`src/rtl/t8051_bus_pkg.sv`:
```
// rtl/t8051_bus_pkg.sv - shared types and constants for the 8051 external bus responder
package t8051_bus_pkg;

  localparam int SYNC_STAGES_DEF = 2;
  localparam int MEM_LAT_MAX_DEF = 4;
  localparam int BUS_W           = 20;

  typedef enum logic [2:0] {
    ST_IDLE,
    ST_ADDR,
    ST_CMD,
    ST_RD_REQ,
    ST_RD_DRIVE,
    ST_WR_DATA,
    ST_WR_REQ
  } state_t;

  typedef struct packed {
    logic       ale;
    logic       psen_n;
    logic       rd_n;
    logic       wr_n;
    logic [7:0] p0;
    logic [7:0] p2;
  } bus_t;

  // Quiescent bus: no latch enable, all strobes released, address/data low.
  localparam bus_t BUS_IDLE = '{ale: 1'b0, psen_n: 1'b1, rd_n: 1'b1, wr_n: 1'b1,
                                p0: 8'h00, p2: 8'h00};

endpackage

```
`src/rtl/bus_sync.sv`:
```
// rtl/bus_sync.sv - multi-stage synchronizer for a whole bus group, resets to a given idle value
module bus_sync #(
  parameter int               WIDTH = 8,
  parameter int               DEPTH = 2,
  parameter logic [WIDTH-1:0] IDLE  = '0
) (
  input  logic             clk,
  input  logic             rst,
  input  logic [WIDTH-1:0] d,
  output logic [WIDTH-1:0] q
);

  logic [WIDTH-1:0] stage [DEPTH];

  always_ff @(posedge clk) begin
    if (rst) begin
      for (int i = 0; i < DEPTH; i++) stage[i] <= IDLE;
    end else begin
      stage[0] <= d;
      for (int i = 1; i < DEPTH; i++) stage[i] <= stage[i-1];
    end
  end

  assign q = stage[DEPTH-1];

endmodule

```
`src/rtl/ext_bus_responder.sv`:
```
// rtl/ext_bus_responder.sv - 8051 external code/xdata bus responder bridging to a request/ack memory port
module ext_bus_responder
  import t8051_bus_pkg::*;
#(
  parameter int SYNC_STAGES = SYNC_STAGES_DEF,
  parameter int MEM_LAT_MAX = MEM_LAT_MAX_DEF
) (
  input  logic        xtal2,
  input  logic        rst,
  input  logic        ale,
  input  logic        psen_n,
  input  logic        rd_n,
  input  logic        wr_n,
  input  logic [7:0]  p0_in,
  input  logic [7:0]  p2_in,
  output logic [7:0]  p0_out,
  output logic        p0_oe,
  output logic        mem_req,
  output logic        mem_we,
  output logic        mem_code,
  output logic [15:0] mem_addr,
  output logic [7:0]  mem_wdata,
  input  logic [7:0]  mem_rdata,
  input  logic        mem_ack,
  output logic        late_err
);

  localparam int               CNT_W     = $clog2(MEM_LAT_MAX + 2) + 1;
  localparam logic [CNT_W-1:0] LAT_LIMIT = CNT_W'(MEM_LAT_MAX + 1);

  bus_t             bus_raw;
  bus_t             bus_s;
  state_t           state;
  state_t           state_nx;
  logic             ale_q;
  logic             wr_n_q;
  logic             ale_rise;
  logic             ale_fall;
  logic             wr_rise;
  logic             rd_strobe_low;
  logic             in_req;
  logic             lat_over;
  logic             rd_fault;
  logic             rd_abort;
  logic [CNT_W-1:0] lat_cnt;

  assign bus_raw = {ale, psen_n, rd_n, wr_n, p0_in, p2_in};

  bus_sync #(
    .WIDTH (BUS_W),
    .DEPTH (SYNC_STAGES),
    .IDLE  (BUS_IDLE)
  ) u_bus_sync (
    .clk (xtal2),
    .rst (rst),
    .d   (bus_raw),
    .q   (bus_s)
  );

  always_ff @(posedge xtal2) begin
    if (rst) begin
      ale_q  <= 1'b0;
      wr_n_q <= 1'b1;
    end else begin
      ale_q  <= bus_s.ale;
      wr_n_q <= bus_s.wr_n;
    end
  end

  assign ale_rise      = bus_s.ale & ~ale_q;
  assign ale_fall      = ~bus_s.ale & ale_q;
  assign wr_rise       = bus_s.wr_n & ~wr_n_q;
  assign rd_strobe_low = mem_code ? ~bus_s.psen_n : ~bus_s.rd_n;
  assign in_req        = (state == ST_RD_REQ) || (state == ST_WR_REQ);
  assign lat_over      = in_req && !mem_ack && (lat_cnt == LAT_LIMIT);
  // Any of these means the initiator is no longer waiting for this read byte.
  assign rd_fault      = (state == ST_RD_REQ) && (!rd_strobe_low || ale_rise || lat_over);

  always_ff @(posedge xtal2) begin
    if (rst) state <= ST_IDLE;
    else     state <= state_nx;
  end

  always_comb begin
    state_nx = state;
    case (state)
      ST_IDLE:     if (bus_s.ale) state_nx = ST_ADDR;
      ST_ADDR:     if (ale_fall) state_nx = ST_CMD;
      ST_CMD: begin
        if (!bus_s.psen_n || !bus_s.rd_n) state_nx = ST_RD_REQ;
        else if (!bus_s.wr_n)             state_nx = ST_WR_DATA;
        else if (bus_s.ale)               state_nx = ST_ADDR;
      end
      ST_RD_REQ:   if (mem_ack) state_nx = (rd_abort || rd_fault) ? ST_IDLE : ST_RD_DRIVE;
      ST_RD_DRIVE: if (!rd_strobe_low || bus_s.ale) state_nx = ST_IDLE;
      ST_WR_DATA:  if (wr_rise) state_nx = ST_WR_REQ;
      ST_WR_REQ:   if (mem_ack) state_nx = ST_IDLE;
      default:     state_nx = ST_IDLE;
    endcase
  end

  always_comb begin
    mem_req = in_req;
    mem_we  = (state == ST_WR_REQ);
    p0_oe   = (state == ST_RD_DRIVE) && rd_strobe_low && !bus_s.ale && bus_s.wr_n;
  end

  always_ff @(posedge xtal2) begin
    if (rst) begin
      p0_out    <= 8'h00;
      mem_code  <= 1'b0;
      mem_addr  <= 16'h0000;
      mem_wdata <= 8'h00;
      late_err  <= 1'b0;
      rd_abort  <= 1'b0;
      lat_cnt   <= '0;
    end else begin
      if (state == ST_ADDR && ale_fall) mem_addr <= {bus_s.p2, bus_s.p0};
      if (state == ST_CMD && (!bus_s.psen_n || !bus_s.rd_n)) mem_code <= ~bus_s.psen_n;
      if (state == ST_WR_DATA && wr_rise) mem_wdata <= bus_s.p0;
      if (state == ST_RD_REQ && mem_ack && !(rd_abort || rd_fault)) p0_out <= mem_rdata;

      if (state != ST_RD_REQ) rd_abort <= 1'b0;
      else if (rd_fault)      rd_abort <= 1'b1;

      if (!in_req)                  lat_cnt <= '0;
      else if (lat_cnt != LAT_LIMIT) lat_cnt <= lat_cnt + CNT_W'(1);

      if (rd_fault || lat_over || (in_req && ale_rise)) late_err <= 1'b1;
    end
  end

endmodule

```
`config.mk`:
```
export PLATFORM = sky130hd
export DESIGN_NAME = ext_bus_responder
export DESIGN_NICKNAME = d
export VERILOG_FILES = /design/src/rtl/t8051_bus_pkg.sv /design/src/rtl/bus_sync.sv /design/src/rtl/ext_bus_responder.sv
export SDC_FILE = /design/constraint.sdc
export NUM_CORES = 1
export LEC_CHECK = 0
export CORE_MARGIN = 1.5
export CORE_UTILIZATION = 35
export DETAILED_ROUTE_END_ITERATION = 7
export SYNTH_ARGS = -nofsm -noshare
export SYNTH_HDL_FRONTEND = slang
export SYNTH_SLANG_ARGS = --single-unit
```
`constraint.sdc`:
```
create_clock -name xtal2 -period 2.1 [get_ports xtal2]
set_input_delay 0.42 -clock xtal2 [delete_from_list [all_inputs] [get_ports xtal2]]
set_output_delay 0.42 -clock xtal2 [all_outputs]
set_load 0.05 [all_outputs]
```
==> flow_summary.yaml <==
status:
  status: "finished, final reports clean"
timing:
  finClkSkew_ns: 0.0160
  hold_viol: 0
  fin_crit_sh_pct: 92.7
  fin_crit_ns: 1.95
  finalSetupViolations: 0
  clock.fmax_mhz: 514
  drv_slew: 0
  tightest_slew_ns: 0.536
  rsz0062_at_grt: "no"
  setup_tns_ns: 0
  slew-limit-headroom_pct: 64.1
clock_tree:
  h-tree-depth: 3
  cts_hold_buffers: 0
  numCtsBuffers: 9
  cts_tree: "done"
  cts.sinks: 84
  clk_pin_slew_ns: 0.08
  cts_buffer_depth: 2
  root_buffer: "clkbuf_8"
  clock_latency_ns: 0.35
worst_setup_path:
  critPathKind: "flip-flop to output pin"
  critPathMaxStageDelay_ns: 0.81
  start_kind: "flip-flop"
  path_delay_family: "buffers and inverters"
  cp_max_fo: 3
  cp_num_buf_inv: 1
  r2r_cells: 5
  path_depth: 1
  cpMaxStageDelayCell: "clkdlybuf4s50_1"
  critPathRequiredTime_ns: 1.68
  end_kind: "output pin"
  crit_arrival_ns: 1.53
  path_cells: "clkdlybuf4s50_1"
floorplan:
  core_um2: 8180
  die_y_um: 94.6
  row_count: 33
  ios: 68
  die_area_um2: 8950
  die_w_um: 94.6
  initial_utilization_pct: 35.9
cells_and_area:
  syn_to_final_growth_pct: 32.8
  stdcell_count: 458
  fill_cells: 805
  layout-drive-gt1-share_pct: 11.0
  final_nets: 382
  postLayoutCoreUtil_pct: 47.7
  diodes: 0
logic_synthesis:
  yosys.area.top_type: "dfxtp_1"
  synth_edf_count: 0
  synthTopCellsByArea: "dfxtp_1, mux2i_1, nor2b_1"
  ys_top_cells_by_count: "dfxtp_1, nor2b_1, nor2_1"
  syn_nets: 313
  ys_async_sr_fraction_pct: 0
  yosysSeqAreaShare_pct: 57.3
  synth_most_common_cell: "dfxtp_1"
  yosysWarnings: 0
  synth_seq_cells: 84
  synthFlopType: "dfxtp_1"
  synth.avg_cell_area_um2: 10.5
  synthCells: 280
  syn-cell-area_um2: 2940
  ys_types: 40
  yosysTopAreaCellShare_pct: 57.3
global_routing:
  grt_pass1_wl_um: 8760
  grtUsageMet3_pct: 4.11
  grt_max_degree: 56
  antenna_found_initial: 0
  grt_overflow_total: 0
  grt_pass1_vias: 1879
  grt_util_met1_pct: 15.8
  grt.busiest_layer: "met2"
  grt_usage_pct: 12.9
  grt.met2_usage_pct: 19.7
route:
  drc: 0
  avgRoutedWirePerCell_um: 11.7
  drtAntennaViolNets: 0
  drt_iter0_markers: 59
  drt_pass1_iterations: 4
  via_count: 2044
  finalWirelength_um: 5350
  vias_per_cell: 4.46
place:
  dp_hpwl_um: 3670
  port-buffer-count: 67
  dp_cells: 443
  gp_congestion: 0.766
pwr:
  peakVddDrop_mv: 0.422
  p_leak_nw: 1.53
  power_density_nw_per_um2: 721
worst_hold_path:
  hold_depth: 1
  hp-class: "flip-flop to flip-flop"
run:
  cap_violations: 0
==> timing repair <==
| action | 4_1_cts | 5_1_grt |
|---|---|---|
| gates resized for setup | 0 | 1 |
| buffers inserted | 0 | 0 |
| setup endpoints to repair | 0 | 1 |
==> path summary, 6_finish.rpt <==
path,startpoint,end,slack (ns)
worst max-delay path,mem_code,mem_code,0.15
worst min register to register,u_bus_sync.stage[0][18],u_bus_sync.stage[0][38],0.41
worst max register to register,state[1],mem_addr[13],0.28
worst min-delay path,u_bus_sync.stage[0][18],u_bus_sync.stage[0][38],0.41
==> per-layer routing <==
metal  vias to the layer above  share of wire (%)
met3                        11                5.1
met4                         0                2.1
met2                        45                 45
met1                       916                 47
li1                       1072                  -
met5                         -                  0
==> worst register-to-register path, stage by stage, from the launching register on <==
cell	delay, ns
dfxtp_1	0.41
or3b_1	0.45
or3b_1	0.38
buf_4	0.23
mux2i_1	0.18
nor2_1	0.05
==> cells by family (layout without fill, tap and decap cells) <==
kind of cell               Yosys count  count (layout)  share of synthesized area [%]
adders and majority gates            2               2                          0.852
DFF                                 84              84                           57.3
buffers and inverters               20              93                           3.75
and+or+nand+nor                    120             120                           23.5
xor gates and xnor gates             2               2                          0.597
muxes                               25              25                           8.52
AOI/OAI and AO/OA                   27              27                           5.50
==> where the power goes <==
part / switching [W] / leakage, nW / internal (W)
Combinational: 0.0000587 / 0.766 / 0.0000930
Clock: 0.000580 / 0.0783 / 0.000433
Sequential: 0.0000171 / 0.686 / 0.00163
==> layout by cell type, fill, tap and decap left out, types with 2 or more instances in the layout <==
cell and instances:
nand2_1 5, o21ai_0 13, nand3b_1 4, and3_1 3
or3b_1 2, clkinvlp_4 3, buf_12 3, clkdlybuf4s50_1 63
nor2_1 31, a21oi_1 5, nand3_1 3, ha_1 2
nand4_1 3, dfxtp_1 84, nor2b_1 38, nor3_1 3
mux2i_1 25, a31oi_1 2, buf_4 7, nand2b_1 9
inv_1 4, or2_2 7, clkbuf_8 9, nor4b_2 2
inv_6 2, nand4b_1 5
==> flip-flops by register name, summed over array words and instances, names as in the netlist <==
| register | count |
|---|---|
| p0_out | 8 |
| ale_q | 1 |
| late_err | 1 |
| u_bus_sync.stage | 40 |
| wr_n_q | 1 |
| mem_wdata | 8 |
| mem_addr | 16 |
| mem_code | 1 |
| state | 3 |
| lat_cnt | 4 |
| rd_abort | 1 |
==> area by class of cell <==
class                      count  area, µm²  share of cell area, %
sequential                    84       1680                   43.1
timing repair buffer          74        748                   19.2
clock buffer                   9        124                   3.18
inverter                       4       15.0                  0.385
multi-input combinational    176       1150                   29.5
clock inverter                 6       48.8                   1.25
tap                          105        131                   3.37
==> metrics by stage <==
stage	setup WS, ns	hold WS (ns)	power, W	instance area, µm²
after CTS	0.0608	0.413	0.00286	3890
after floorplan	0.0941	0.389	0.00176	2940
after global routing	0.0439	0.426	0.00294	3900
final	0.153	0.407	0.00281	3900
after global placement	0.339	0.391	0.00184	3720
after detailed placement	0.314	0.399	0.00184	3720
No activity file was read; power rests on OpenSTA's default activity.
